### src/rtl/disco_dma_ctrl_pkg.sv
// Shared definitions for the disk/memory block-transfer controller:
// FSM state encoding, transfer direction codes and default array sizes.
package disco_dma_ctrl_pkg;

    localparam int unsigned ADDR_W_DEF    = 32;
    localparam int unsigned DISK_SIZE_DEF = 500;
    localparam int unsigned MEM_SIZE_DEF  = 1024;

    localparam logic DIR_DISK2MEM = 1'b0;
    localparam logic DIR_MEM2DISK = 1'b1;

    typedef enum logic [1:0] {
        ST_IDLE  = 2'd0,
        ST_XFER  = 2'd1,
        ST_FLUSH = 2'd2,
        ST_DONE  = 2'd3
    } dma_state_e;

endpackage

### src/rtl/disco_dma_ctrl_if.sv
// Bundle of the CPU request/status signals and the disk/memory access buses.
// slave = controller side, master = CPU and storage side.
interface disco_dma_ctrl_if
    import disco_dma_ctrl_pkg::*;
#(
    parameter int unsigned ADDR_W = ADDR_W_DEF
);
    logic              start;
    logic              dir;
    logic [ADDR_W-1:0] disk_base;
    logic [ADDR_W-1:0] mem_base;
    logic [ADDR_W-1:0] len;
    logic              busy;
    logic              done;
    logic              err;
    logic [ADDR_W-1:0] disk_addr;
    logic              disk_we;
    logic [ADDR_W-1:0] disk_datain;
    logic [ADDR_W-1:0] disk_dataout;
    logic [ADDR_W-1:0] mem_addr;
    logic              mem_we;
    logic [ADDR_W-1:0] mem_datain;
    logic [ADDR_W-1:0] mem_dataout;

    modport slave (
        input  start, dir, disk_base, mem_base, len, disk_dataout, mem_dataout,
        output busy, done, err, disk_addr, disk_we, disk_datain,
               mem_addr, mem_we, mem_datain
    );

    modport master (
        output start, dir, disk_base, mem_base, len, disk_dataout, mem_dataout,
        input  busy, done, err, disk_addr, disk_we, disk_datain,
               mem_addr, mem_we, mem_datain
    );

endinterface

### src/rtl/disco_dma_ctrl_range_check.sv
// Combinational overflow test: base+len exceeds SIZE, computed one bit wider
// so a base near the top of the address space cannot wrap into range.
module disco_dma_ctrl_range_check #(
    parameter int unsigned ADDR_W = 32,
    parameter int unsigned SIZE   = 500
) (
    input  logic [ADDR_W-1:0] i_base,
    input  logic [ADDR_W-1:0] i_len,
    output logic              o_over
);

    logic [ADDR_W:0] w_end;

    assign w_end  = {1'b0, i_base} + {1'b0, i_len};
    assign o_over = (w_end > (ADDR_W + 1)'(SIZE));

endmodule

### src/rtl/disco_dma_ctrl.sv
// Block-transfer controller between the disk and data memory. Reads one source
// word per cycle and writes it to the destination one cycle later.
module disco_dma_ctrl
    import disco_dma_ctrl_pkg::*;
#(
    parameter int unsigned DISK_SIZE = DISK_SIZE_DEF,
    parameter int unsigned MEM_SIZE  = MEM_SIZE_DEF,
    parameter int unsigned ADDR_W    = ADDR_W_DEF
) (
    input  logic            clk,
    input  logic            rst_n,
    disco_dma_ctrl_if.slave bus
);

    localparam logic [ADDR_W-1:0] ZERO = {ADDR_W{1'b0}};
    localparam logic [ADDR_W-1:0] ONE  = ADDR_W'(1);

    dma_state_e        r_state, w_state_nxt;
    logic              r_dir, w_dir_nxt;
    logic [ADDR_W-1:0] r_disk_base, w_disk_base_nxt, r_mem_base, w_mem_base_nxt;
    logic [ADDR_W-1:0] r_len, w_len_nxt, r_rd_idx, w_rd_idx_nxt, r_wr_idx, w_wr_idx_nxt;
    logic [ADDR_W-1:0] r_disk_addr, w_disk_addr_nxt, r_disk_datain, w_disk_datain_nxt;
    logic [ADDR_W-1:0] r_mem_addr, w_mem_addr_nxt, r_mem_datain, w_mem_datain_nxt;
    logic              r_busy, w_busy_nxt, r_done, w_done_nxt, r_err, w_err_nxt;
    logic              r_disk_we, w_disk_we_nxt, r_mem_we, w_mem_we_nxt;
    logic              w_disk_over, w_mem_over;

    disco_dma_ctrl_range_check #(.ADDR_W(ADDR_W), .SIZE(DISK_SIZE)) u_disk_chk (
        .i_base (bus.disk_base),
        .i_len  (bus.len),
        .o_over (w_disk_over)
    );

    disco_dma_ctrl_range_check #(.ADDR_W(ADDR_W), .SIZE(MEM_SIZE)) u_mem_chk (
        .i_base (bus.mem_base),
        .i_len  (bus.len),
        .o_over (w_mem_over)
    );

    // Next-state and next-output decode; outputs are computed for the coming cycle.
    always_comb begin
        w_state_nxt       = r_state;
        w_dir_nxt         = r_dir;
        w_disk_base_nxt   = r_disk_base;
        w_mem_base_nxt    = r_mem_base;
        w_len_nxt         = r_len;
        w_rd_idx_nxt      = r_rd_idx;
        w_wr_idx_nxt      = r_wr_idx;
        w_disk_addr_nxt   = r_disk_addr;
        w_disk_datain_nxt = r_disk_datain;
        w_mem_addr_nxt    = r_mem_addr;
        w_mem_datain_nxt  = r_mem_datain;
        w_busy_nxt        = r_busy;
        w_err_nxt         = r_err;
        w_done_nxt        = 1'b0;
        w_disk_we_nxt     = 1'b0;
        w_mem_we_nxt      = 1'b0;
        case (r_state)
            ST_IDLE: begin
                w_busy_nxt = 1'b0;
                if (bus.start) begin
                    w_dir_nxt       = bus.dir;
                    w_disk_base_nxt = bus.disk_base;
                    w_mem_base_nxt  = bus.mem_base;
                    w_len_nxt       = bus.len;
                    w_rd_idx_nxt    = ONE;
                    w_wr_idx_nxt    = ZERO;
                    if (bus.len == ZERO) begin
                        w_state_nxt = ST_DONE;
                        w_done_nxt  = 1'b1;
                        w_err_nxt   = 1'b0;
                    end else if (w_disk_over || w_mem_over) begin
                        w_state_nxt = ST_DONE;
                        w_done_nxt  = 1'b1;
                        w_err_nxt   = 1'b1;
                    end else begin
                        // The first source read is issued together with the acceptance.
                        w_state_nxt = ST_XFER;
                        w_busy_nxt  = 1'b1;
                        w_err_nxt   = 1'b0;
                        if (bus.dir == DIR_DISK2MEM) begin
                            w_disk_addr_nxt = bus.disk_base;
                        end else begin
                            w_mem_addr_nxt = bus.mem_base;
                        end
                    end
                end else begin
                    w_state_nxt = ST_IDLE;
                end
            end
            ST_XFER: begin
                w_busy_nxt   = 1'b1;
                w_wr_idx_nxt = r_wr_idx + ONE;
                if (r_dir == DIR_DISK2MEM) begin
                    w_mem_addr_nxt   = r_mem_base + r_wr_idx;
                    w_mem_datain_nxt = bus.disk_dataout;
                    w_mem_we_nxt     = 1'b1;
                end else begin
                    w_disk_addr_nxt   = r_disk_base + r_wr_idx;
                    w_disk_datain_nxt = bus.mem_dataout;
                    w_disk_we_nxt     = 1'b1;
                end
                if (r_rd_idx < r_len) begin
                    w_rd_idx_nxt = r_rd_idx + ONE;
                    if (r_dir == DIR_DISK2MEM) begin
                        w_disk_addr_nxt = r_disk_base + r_rd_idx;
                    end else begin
                        w_mem_addr_nxt = r_mem_base + r_rd_idx;
                    end
                end else begin
                    // All reads issued; the write just scheduled is the last one.
                    w_state_nxt = ST_FLUSH;
                end
            end
            ST_FLUSH: begin
                w_state_nxt = ST_DONE;
                w_busy_nxt  = 1'b0;
                w_done_nxt  = 1'b1;
            end
            ST_DONE: begin
                w_state_nxt = ST_IDLE;
                w_busy_nxt  = 1'b0;
            end
            default: begin
                w_state_nxt = ST_IDLE;
                w_busy_nxt  = 1'b0;
            end
        endcase
    end

    // State and registered-output update with synchronous active-low reset.
    always_ff @(posedge clk) begin
        if (!rst_n) begin
            r_state       <= ST_IDLE;
            r_dir         <= DIR_DISK2MEM;
            r_disk_base   <= ZERO;
            r_mem_base    <= ZERO;
            r_len         <= ZERO;
            r_rd_idx      <= ZERO;
            r_wr_idx      <= ZERO;
            r_disk_addr   <= ZERO;
            r_disk_datain <= ZERO;
            r_mem_addr    <= ZERO;
            r_mem_datain  <= ZERO;
            r_busy        <= 1'b0;
            r_done        <= 1'b0;
            r_err         <= 1'b0;
            r_disk_we     <= 1'b0;
            r_mem_we      <= 1'b0;
        end else begin
            r_state       <= w_state_nxt;
            r_dir         <= w_dir_nxt;
            r_disk_base   <= w_disk_base_nxt;
            r_mem_base    <= w_mem_base_nxt;
            r_len         <= w_len_nxt;
            r_rd_idx      <= w_rd_idx_nxt;
            r_wr_idx      <= w_wr_idx_nxt;
            r_disk_addr   <= w_disk_addr_nxt;
            r_disk_datain <= w_disk_datain_nxt;
            r_mem_addr    <= w_mem_addr_nxt;
            r_mem_datain  <= w_mem_datain_nxt;
            r_busy        <= w_busy_nxt;
            r_done        <= w_done_nxt;
            r_err         <= w_err_nxt;
            r_disk_we     <= w_disk_we_nxt;
            r_mem_we      <= w_mem_we_nxt;
        end
    end

    assign bus.busy        = r_busy;
    assign bus.done        = r_done;
    assign bus.err         = r_err;
    assign bus.disk_addr   = r_disk_addr;
    assign bus.disk_we     = r_disk_we;
    assign bus.disk_datain = r_disk_datain;
    assign bus.mem_addr    = r_mem_addr;
    assign bus.mem_we      = r_mem_we;
    assign bus.mem_datain  = r_mem_datain;

endmodule

### src/flat_wrapper.sv
// flat-port wrapper written by rule: the top's interface ports become plain ports
module disco_dma_ctrl_flat import disco_dma_ctrl_pkg::*;
#(
    parameter int unsigned DISK_SIZE = DISK_SIZE_DEF,
    parameter int unsigned MEM_SIZE  = MEM_SIZE_DEF,
    parameter int unsigned ADDR_W    = ADDR_W_DEF
)
  (clk, rst_n, bus_start, bus_dir, bus_disk_base, bus_mem_base, bus_len, bus_disk_dataout, bus_mem_dataout, bus_busy, bus_done, bus_err, bus_disk_addr, bus_disk_we, bus_disk_datain, bus_mem_addr, bus_mem_we, bus_mem_datain);
  disco_dma_ctrl_if #(.ADDR_W(ADDR_W)) bus_i ();
  input  logic clk;
  input  logic rst_n;
  input wire logic [$bits(bus_i.start)-1:0] bus_start;
  input wire logic [$bits(bus_i.dir)-1:0] bus_dir;
  input wire logic [$bits(bus_i.disk_base)-1:0] bus_disk_base;
  input wire logic [$bits(bus_i.mem_base)-1:0] bus_mem_base;
  input wire logic [$bits(bus_i.len)-1:0] bus_len;
  input wire logic [$bits(bus_i.disk_dataout)-1:0] bus_disk_dataout;
  input wire logic [$bits(bus_i.mem_dataout)-1:0] bus_mem_dataout;
  output wire logic [$bits(bus_i.busy)-1:0] bus_busy;
  output wire logic [$bits(bus_i.done)-1:0] bus_done;
  output wire logic [$bits(bus_i.err)-1:0] bus_err;
  output wire logic [$bits(bus_i.disk_addr)-1:0] bus_disk_addr;
  output wire logic [$bits(bus_i.disk_we)-1:0] bus_disk_we;
  output wire logic [$bits(bus_i.disk_datain)-1:0] bus_disk_datain;
  output wire logic [$bits(bus_i.mem_addr)-1:0] bus_mem_addr;
  output wire logic [$bits(bus_i.mem_we)-1:0] bus_mem_we;
  output wire logic [$bits(bus_i.mem_datain)-1:0] bus_mem_datain;
  assign bus_i.start = bus_start;
  assign bus_i.dir = bus_dir;
  assign bus_i.disk_base = bus_disk_base;
  assign bus_i.mem_base = bus_mem_base;
  assign bus_i.len = bus_len;
  assign bus_i.disk_dataout = bus_disk_dataout;
  assign bus_i.mem_dataout = bus_mem_dataout;
  assign bus_busy = bus_i.busy;
  assign bus_done = bus_i.done;
  assign bus_err = bus_i.err;
  assign bus_disk_addr = bus_i.disk_addr;
  assign bus_disk_we = bus_i.disk_we;
  assign bus_disk_datain = bus_i.disk_datain;
  assign bus_mem_addr = bus_i.mem_addr;
  assign bus_mem_we = bus_i.mem_we;
  assign bus_mem_datain = bus_i.mem_datain;
  disco_dma_ctrl #(.DISK_SIZE(DISK_SIZE), .MEM_SIZE(MEM_SIZE), .ADDR_W(ADDR_W)) u_core (.clk(clk), .rst_n(rst_n), .bus(bus_i));
endmodule
### config.mk
export PLATFORM = sky130hd
export DESIGN_NAME = disco_dma_ctrl_flat
export DESIGN_NICKNAME = d
export VERILOG_FILES = /design/src/rtl/disco_dma_ctrl_pkg.sv /design/src/rtl/disco_dma_ctrl_if.sv /design/src/rtl/disco_dma_ctrl_range_check.sv /design/src/rtl/disco_dma_ctrl.sv /design/src/flat_wrapper.sv
export SDC_FILE = /design/constraint.sdc
export NUM_CORES = 1
export LEC_CHECK = 0
export CORE_ASPECT_RATIO = 0.6
export CORE_UTILIZATION = 35
export CTS_CLUSTER_SIZE = 16
export DETAILED_ROUTE_END_ITERATION = 7
export PLACE_DENSITY = 0.59
export SLEW_MARGIN = 20
export SYNTH_ARGS = -nofsm -noshare
export SYNTH_HDL_FRONTEND = slang
export SYNTH_SLANG_ARGS = --single-unit
### constraint.sdc
create_clock -name clk -period 7.73 [get_ports clk]
set_input_delay 2.319 -clock clk [delete_from_list [all_inputs] [get_ports clk]]
set_output_delay 2.319 -clock clk [all_outputs]
set_load 0.02 [all_outputs]
==> flow_summary_export.csv, run 1 <==
group,metric,value,unit
global_routing,grt_max_degree,77,
final_layout,seq_area,5930,um2
routing,drtAntennaViolNets,0,
sta,drv_slew,0,
die,initial_utilization,35.4,%
sta,clock.fmax,148,MHz
synthesis,synth_nets,3423,
sta,worstMarginPinSlew,1.12,ns
critical_path,r2r_start,"u_core.r_rd_idx[1]",
synthesis,ys_seq_area_share,26.0,%
sta,post-route-min-period,6.76,ns
power_and_ir_drop,p_per_area,226,nW/um2
sta,final-setup-viol-count,0,
cts,clock-root-buffer,"clkbuf_16",
placed_design,gp_congestion,1.03,
final_layout,layout.nets,3664,
cts,clk_latency,0.62,ns
die,core,64400,um2
global_routing,grt_pass1_wl,139,mm
critical_path,endpoint_kind,"flip-flop",
synthesis,synth-seq-cells,296,
routing,wl_per_cell,22.7,um
cts,post-cts-setup-buffers,0,
die,die_y,200,um
final_layout,layout_common_cells,"nand2_1, a21oi_1, clkdlybuf4s50_1, dfxtp_1, ha_1",
sta,finalHoldWorstSlack,0.452,ns
synthesis,synth_cell_types,87,
die,die-area,66300,um2
routing,firstDrtPassIters,6,
routing,drtIter0Drc,2590,
synthesis,synthArstFlopShare,0,%
critical_path,path_class,"input pin to flip-flop",
global_routing,antenna_found_initial,1,
placed_design,dp_cells,4088,
cts,cts_max_path_buffers,3,
cts,cts_buffers,31,
final_layout,multi_input_area,16000,um2
sta,relSlewSlack,24.7,%
cts,cts_tree,"yes",
placed_design,hpwlAfterDp,74.1,mm
sta,rsz0062_at_grt,"no",
die,die_width,332,um
worst_hold_path,min_path_cells,2,
routing,routed_via_density,5.72,
routing,vias,23700,
critical_path,r2r_setup_slack,3.00,ns
critical_path,path_max_fanout,11,
critical_path,r2r_end,"u_core.bus.disk_addr[30]",
final_layout,final_common_cell,"nand2_1",
sta,fin_crit_sh,87.4,%
cts,clk_pin_slew,0.06,ns
global_routing,grt_remaining_overflow,0,
status,status,"completed",
synthesis,yosysWarnings,0,
synthesis,avgSynthCellArea,7.53,um2
placed_design,io_buffer_count,296,
critical_path,start_kind,"input pin",
sta,tns,0,ns
power_and_ir_drop,cellLeakagePower,11.2,nW
synthesis,synthCells,3029,
worst_hold_path,whs_endpoint,"u_core.bus.mem_datain[9]",
global_routing,grt.total_usage,27.3,%
critical_path,required,8.25,ns
sta,finClkSkew,0.0200,ns
synthesis,synthFlopType,"dfxtp_1",
die,core.rowCount,72,
power_and_ir_drop,ir_drop,0.000204,V
cts,cts_resized,0,
final_layout,nFillCells,6471,
routing,drt_wl_total,94.0,mm
critical_path,worst_ep_arrival_time,7.28,ns
cts,postCtsHoldBufs,0,
synthesis,synth_edf_count,0,
sta,hold_violations,0,
global_routing,grt_pass1_vias,21000,
final_layout,final_cells,4147,
worst_hold_path,hp-start,"u_core.bus.mem_datain[9]",
routing,drc,0,
worst_hold_path,hp-class,"flip-flop to flip-flop",
synthesis,synth_area,22800,um2
final_layout,area_growth,22.7,%
final_layout,drive_above_1_share,4.83,%
critical_path,startpoint,"bus_disk_base[8]",
cts,h-tree-depth,1,
cts,cts_sinks,296,
critical_path,r2r_cells,14,
job,max_cap_violations,0,
die,ios,297,
==> synthesized netlist by cell type, types with 7 or more instances <==
| master | count | share of area, % |
|---|---|---|
| nand2_1 | 520 | 8.6 |
| a21oi_1 | 353 | 7.7 |
| dfxtp_1 | 296 | 26 |
| ha_1 | 224 | 12 |
| nor2_1 | 201 | 3.3 |
| o21ai_0 | 163 | 3.6 |
| clkbuf_1 | 127 | 2.1 |
| xor2_1 | 99 | 3.8 |
| inv_1 | 97 | 1.6 |
| xnor2_1 | 85 | 3.3 |
| a21o_1 | 76 | 2.5 |
| nand3_1 | 56 | 1.2 |
| o21a_1 | 43 | 1.4 |
| and3_1 | 42 | 1.2 |
| a211oi_1 | 41 | 1.3 |
| nor3_1 | 39 | 0.86 |
| o211ai_1 | 38 | 1.3 |
| or3_1 | 38 | 1.0 |
| nand4_1 | 37 | 1.0 |
| a31oi_1 | 34 | 0.93 |
| o221ai_1 | 26 | 1.0 |
| o2bb2ai_1 | 26 | 1.0 |
| nand2b_1 | 25 | 0.69 |
| nor2b_1 | 24 | 0.66 |
| nor4_1 | 20 | 0.55 |
| o22ai_1 | 20 | 0.55 |
| o31ai_1 | 20 | 0.66 |
| mux2i_1 | 17 | 0.75 |
| o2111ai_1 | 15 | 0.58 |
| o21bai_1 | 14 | 0.46 |
| a211o_1 | 13 | 0.50 |
| a221oi_1 | 13 | 0.50 |
| and4_1 | 12 | 0.46 |
| and2_1 | 11 | 0.30 |
| a22oi_1 | 9 | 0.30 |
| buf_2 | 9 | 0.20 |
| a311oi_1 | 8 | 0.31 |
| o211a_1 | 8 | 0.35 |
| o221a_2 | 8 | 0.39 |
| o21ai_1 | 7 | 0.15 |
==> critical path, cell delays in order <==
cell and delay [ns]:
clkdlybuf4s50_1 0.53, ha_1 0.42, a21o_1 0.29, a31oi_1 0.24, mux2i_1 0.36, o2111ai_1 0.37
a311o_1 0.47, nor4_1 0.30, nand4_1 0.12, or4_1 0.42, or3b_4 0.48, o41ai_4 0.37
buf_4 0.26, a21oi_1 0.08, a311oi_1 0.25
==> sequential cells by signal (all words and copies together), names as in the netlist <==
name,count
u_core.r_dir,1
u_core.r_mem_base,32
u_core.bus.mem_we,1
u_core.r_state,2
u_core.bus.disk_datain,32
u_core.r_wr_idx,32
u_core.bus.mem_datain,32
u_core.bus.disk_addr,32
u_core.bus.busy,1
u_core.r_disk_base,32
u_core.bus.mem_addr,32
u_core.r_rd_idx,32
u_core.bus.err,1
u_core.bus.done,1
u_core.r_len,32
u_core.bus.disk_we,1
==> area by class of cell <==
class | instances | share of cell area (%)
flip-flops and latches | 296 | 21.2
well taps | 851 | 3.80
diodes | 2 | 0.0179
inverters | 98 | 1.33
clock buffers | 41 | 3.15
repair buffers | 356 | 12.3
multi-input cells | 2487 | 57.2
clock inverters | 16 | 1.02
==> kinds of logic (layout without fill, tap and decap cells) <==
logic type	count (synthesis)	count (layout)	share of synthesized area, %
xor+xnor	184	184	7.06
compound gates	1000	1000	28.3
simple gates	1054	1054	20.8
fa+ha+maj	230	230	12.8
mux	19	19	0.844
other cells	0	2	0
flops	296	296	26.0
buf+inv	246	511	4.21
==> where the power goes <==
part,total (mW),switching (mW),internal [mW]
registers,1.93,0.183,1.75
logic,2.63,1.67,0.965
clock network,1.76,0.716,1.04
==> per-stage QoR <==
| stage | instance area (um2) | utilization, % | setup slack, ns | power, mW |
|---|---|---|---|---|
| 3_3_place_gp | 26800 | 41.7 | 0.491 | 4.55 |
| 5_1_grt | 28000 | 43.5 | 0.665 | 6.64 |
| 2_1_floorplan | 22800 | - | 1.75 | 3.47 |
| 6_report | 28000 | 43.5 | 0.972 | 6.32 |
| 3_5_place_dp | 26800 | 41.7 | 0.452 | 4.54 |
| 4_1_cts | 28000 | 43.5 | 1.08 | 6.30 |
==> worst max-delay path by stage <==
stage / cells after the start / end
6_report: 15 / u_core.bus.disk_addr[7]
5_1_grt: 16 / u_core.bus.disk_addr[7]
4_1_cts: 15 / u_core.bus.disk_addr[7]
3_5_place_dp: 15 / u_core.bus.disk_addr[7]
3_3_place_gp: 14 / u_core.bus.disk_addr[25]
2_1_floorplan: 16 / u_core.bus.disk_addr[19]
==> routing by layer <==
metal	global-route usage, %	vias up	routed length (um)
met4	6.84	2	2490
met2	37.9	967	36800
met1	41.1	11100	45700
met3	7.05	109	8940
li1	-	11500	-
met5	0	-	11
(Power assumes the default switching activity.)
==> run 2, diff against run 1 <==
Settings changed: CORE_UTILIZATION 35 to 45, CTS_BUF_LIST from default to sky130_fd_sc_hd__clkbuf_4 sky130_fd_sc_hd__clkbuf_8, PLACE_DENSITY 0.59 to 0.71, RECOVER_POWER from default to 50.
==> run 2 against run 1 <==
The flow now finishes with violations (max-capacitance violations, max-slew violations). Critical path depth grew 1. Wire length up 1.9%. Total power fell by 3.5%. Count of clock-buffer cells in the layout is 30 higher. Highest routed layer is now met4. Global-route usage is 8.3 points higher. Non-clock buffer count rose by 5.
==> flow_summary_export.csv, run 2 (synthesis results as in run 1) <==
group,metric,value,unit
routing,vias,24900,
final_layout,final_common_cell,"nand2_1",
routing,drc,0,
die,ios,297,
cts,cts_max_path_buffers,3,
status,violations,"max-capacitance violations, max-slew violations",
global_routing,grt.total_usage,35.7,%
sta,final-setup-viol-count,0,
die,initial_utilization,45.9,%
sta,tns,0,ns
placed_design,placed_cell_area,26600,um2
power_and_ir_drop,total_power,6.10,mW
global_routing,grt_pass1_wl,140,mm
cts,cts_sinks,296,
final_layout,final_area,27700,um2
sta,finClkSkew,0.0399,ns
cts,cts_buffers,45,
die,die-area,51600,um2
cts,post-cts-setup-buffers,0,
sta,fin_ws,0.586,ns
placed_design,pre_cts_ws,0.232,ns
cts,clock-root-buffer,"clkbuf_8",
sta,worstMarginPinSlew,2.18,ns
global_routing,antenna_found_initial,3,
routing,wl_per_cell,23.9,um
cts,clk_latency,0.63,ns
sta,fin_crit_sh,92.4,%
sta,clock.fmax,140,MHz
sta,post-route-min-period,7.14,ns
cts,postCtsHoldBufs,0,
die,die_width,293,um
routing,drt_wl_total,95.8,mm
final_layout,drive_above_1_share,5.63,%
final_layout,final_cells,4008,
critical_path,path_class,"input pin to flip-flop",
power_and_ir_drop,cellLeakagePower,11.6,nW
placed_design,io_buffer_count,296,
die,core.rowCount,63,
global_routing,grt_pass1_vias,22100,
worst_hold_path,hp-class,"flip-flop to flip-flop",
cts,clk_pin_slew,0.07,ns
job,max_cap_violations,3,
power_and_ir_drop,p_per_area,220,nW/um2
placed_design,dp_cells,3924,
critical_path,path_max_fanout,28,
critical_path,worst_ep_arrival_time,7.69,ns
global_routing,grt_max_degree,123,
status,status,"finished with violations",
sta,relSlewSlack,-45.3,%
die,die_y,176,um
placed_design,gp_congestion,1.11,
routing,drtAntennaViolNets,0,
final_layout,layout_common_cells,"nand2_1, a21oi_1, dfxtp_1",
final_layout,layout.nets,3683,
routing,routed_via_density,6.21,
routing,drtIter0Drc,2854,
power_and_ir_drop,ir_drop,0.000253,V
critical_path,endpoint_kind,"flip-flop",
die,core,49700,um2
critical_path,required,8.28,ns
sta,hold_violations,0,
final_layout,area_growth,21.3,%
cts,h-tree-depth,2,
cts,cts_tree,"yes",
sta,rsz0062_at_grt,"no",
sta,drv_slew,74,
placed_design,hpwlAfterDp,75.3,mm
routing,firstDrtPassIters,6,
critical_path,start_kind,"input pin",
cts,cts_resized,0,
global_routing,grt_remaining_overflow,0,
==> run 2: final timing paths <==
path	from	end	slack, ns	cells past startpoint
setup / recovery	bus_len[0]	u_core.bus.disk_addr[31]	0.59	16
hold / removal	u_core.bus.disk_datain[11]	u_core.bus.disk_datain[11]	0.45	2
setup reg to reg	u_core.r_rd_idx[9]	u_core.bus.mem_addr[3]	1.56	12
hold reg to reg	u_core.bus.disk_datain[11]	u_core.bus.disk_datain[11]	0.45	2
==> run 2: where the power goes <==
| part | switching (mW) | internal, mW |
|---|---|---|
| Combinational | 1.66 | 0.921 |
| Sequential | 0.197 | 1.75 |
| Clock | 0.700 | 0.872 |
==> run 2: layout make-up <==
cell class	count	area [um2]
inverter	98	373
sequential	296	5930
multi-input combinational	2487	16000
fill	4642	22100
tap	682	853
clock inverter	10	160
antenna	3	7.51
clock buffer	71	896
timing repair buffer	361	3480
==> run 2: worst max-delay path, cell delays in order <==
cell,delay [ns]
clkdlybuf4s50_1,0.49
ha_1,0.26
fa_1,0.44
a211oi_1,0.33
o21ai_0,0.20
a41o_1,0.35
a22oi_1,0.69
a31oi_1,0.22
xnor2_1,0.22
nand4_1,0.16
or4_1,0.43
or3b_4,0.47
o41ai_4,0.31
buf_4,0.37
o211ai_1,0.14
o22ai_1,0.26
==> run 2: layer usage <==
metal | part of all wire (%) | GRT usage, % | wire [um]
met3 | 11 | 9.44 | 10400
met5 | 0 | 0 | 0
met2 | 39 | 48.2 | 37400
met1 | 47 | 54.1 | 45200
met4 | 2.9 | 10.0 | 2780
==> run 2: stage by stage <==
| step | hold slack [ns] | utilization, % |
|---|---|---|
| CTS | 0.455 | 55.6 |
| finish | 0.450 | 55.6 |
| floorplan | 0.436 | - |
| global route | 0.470 | 55.6 |
| detailed placement | 0.447 | 53.5 |
| global placement | 0.441 | 53.5 |
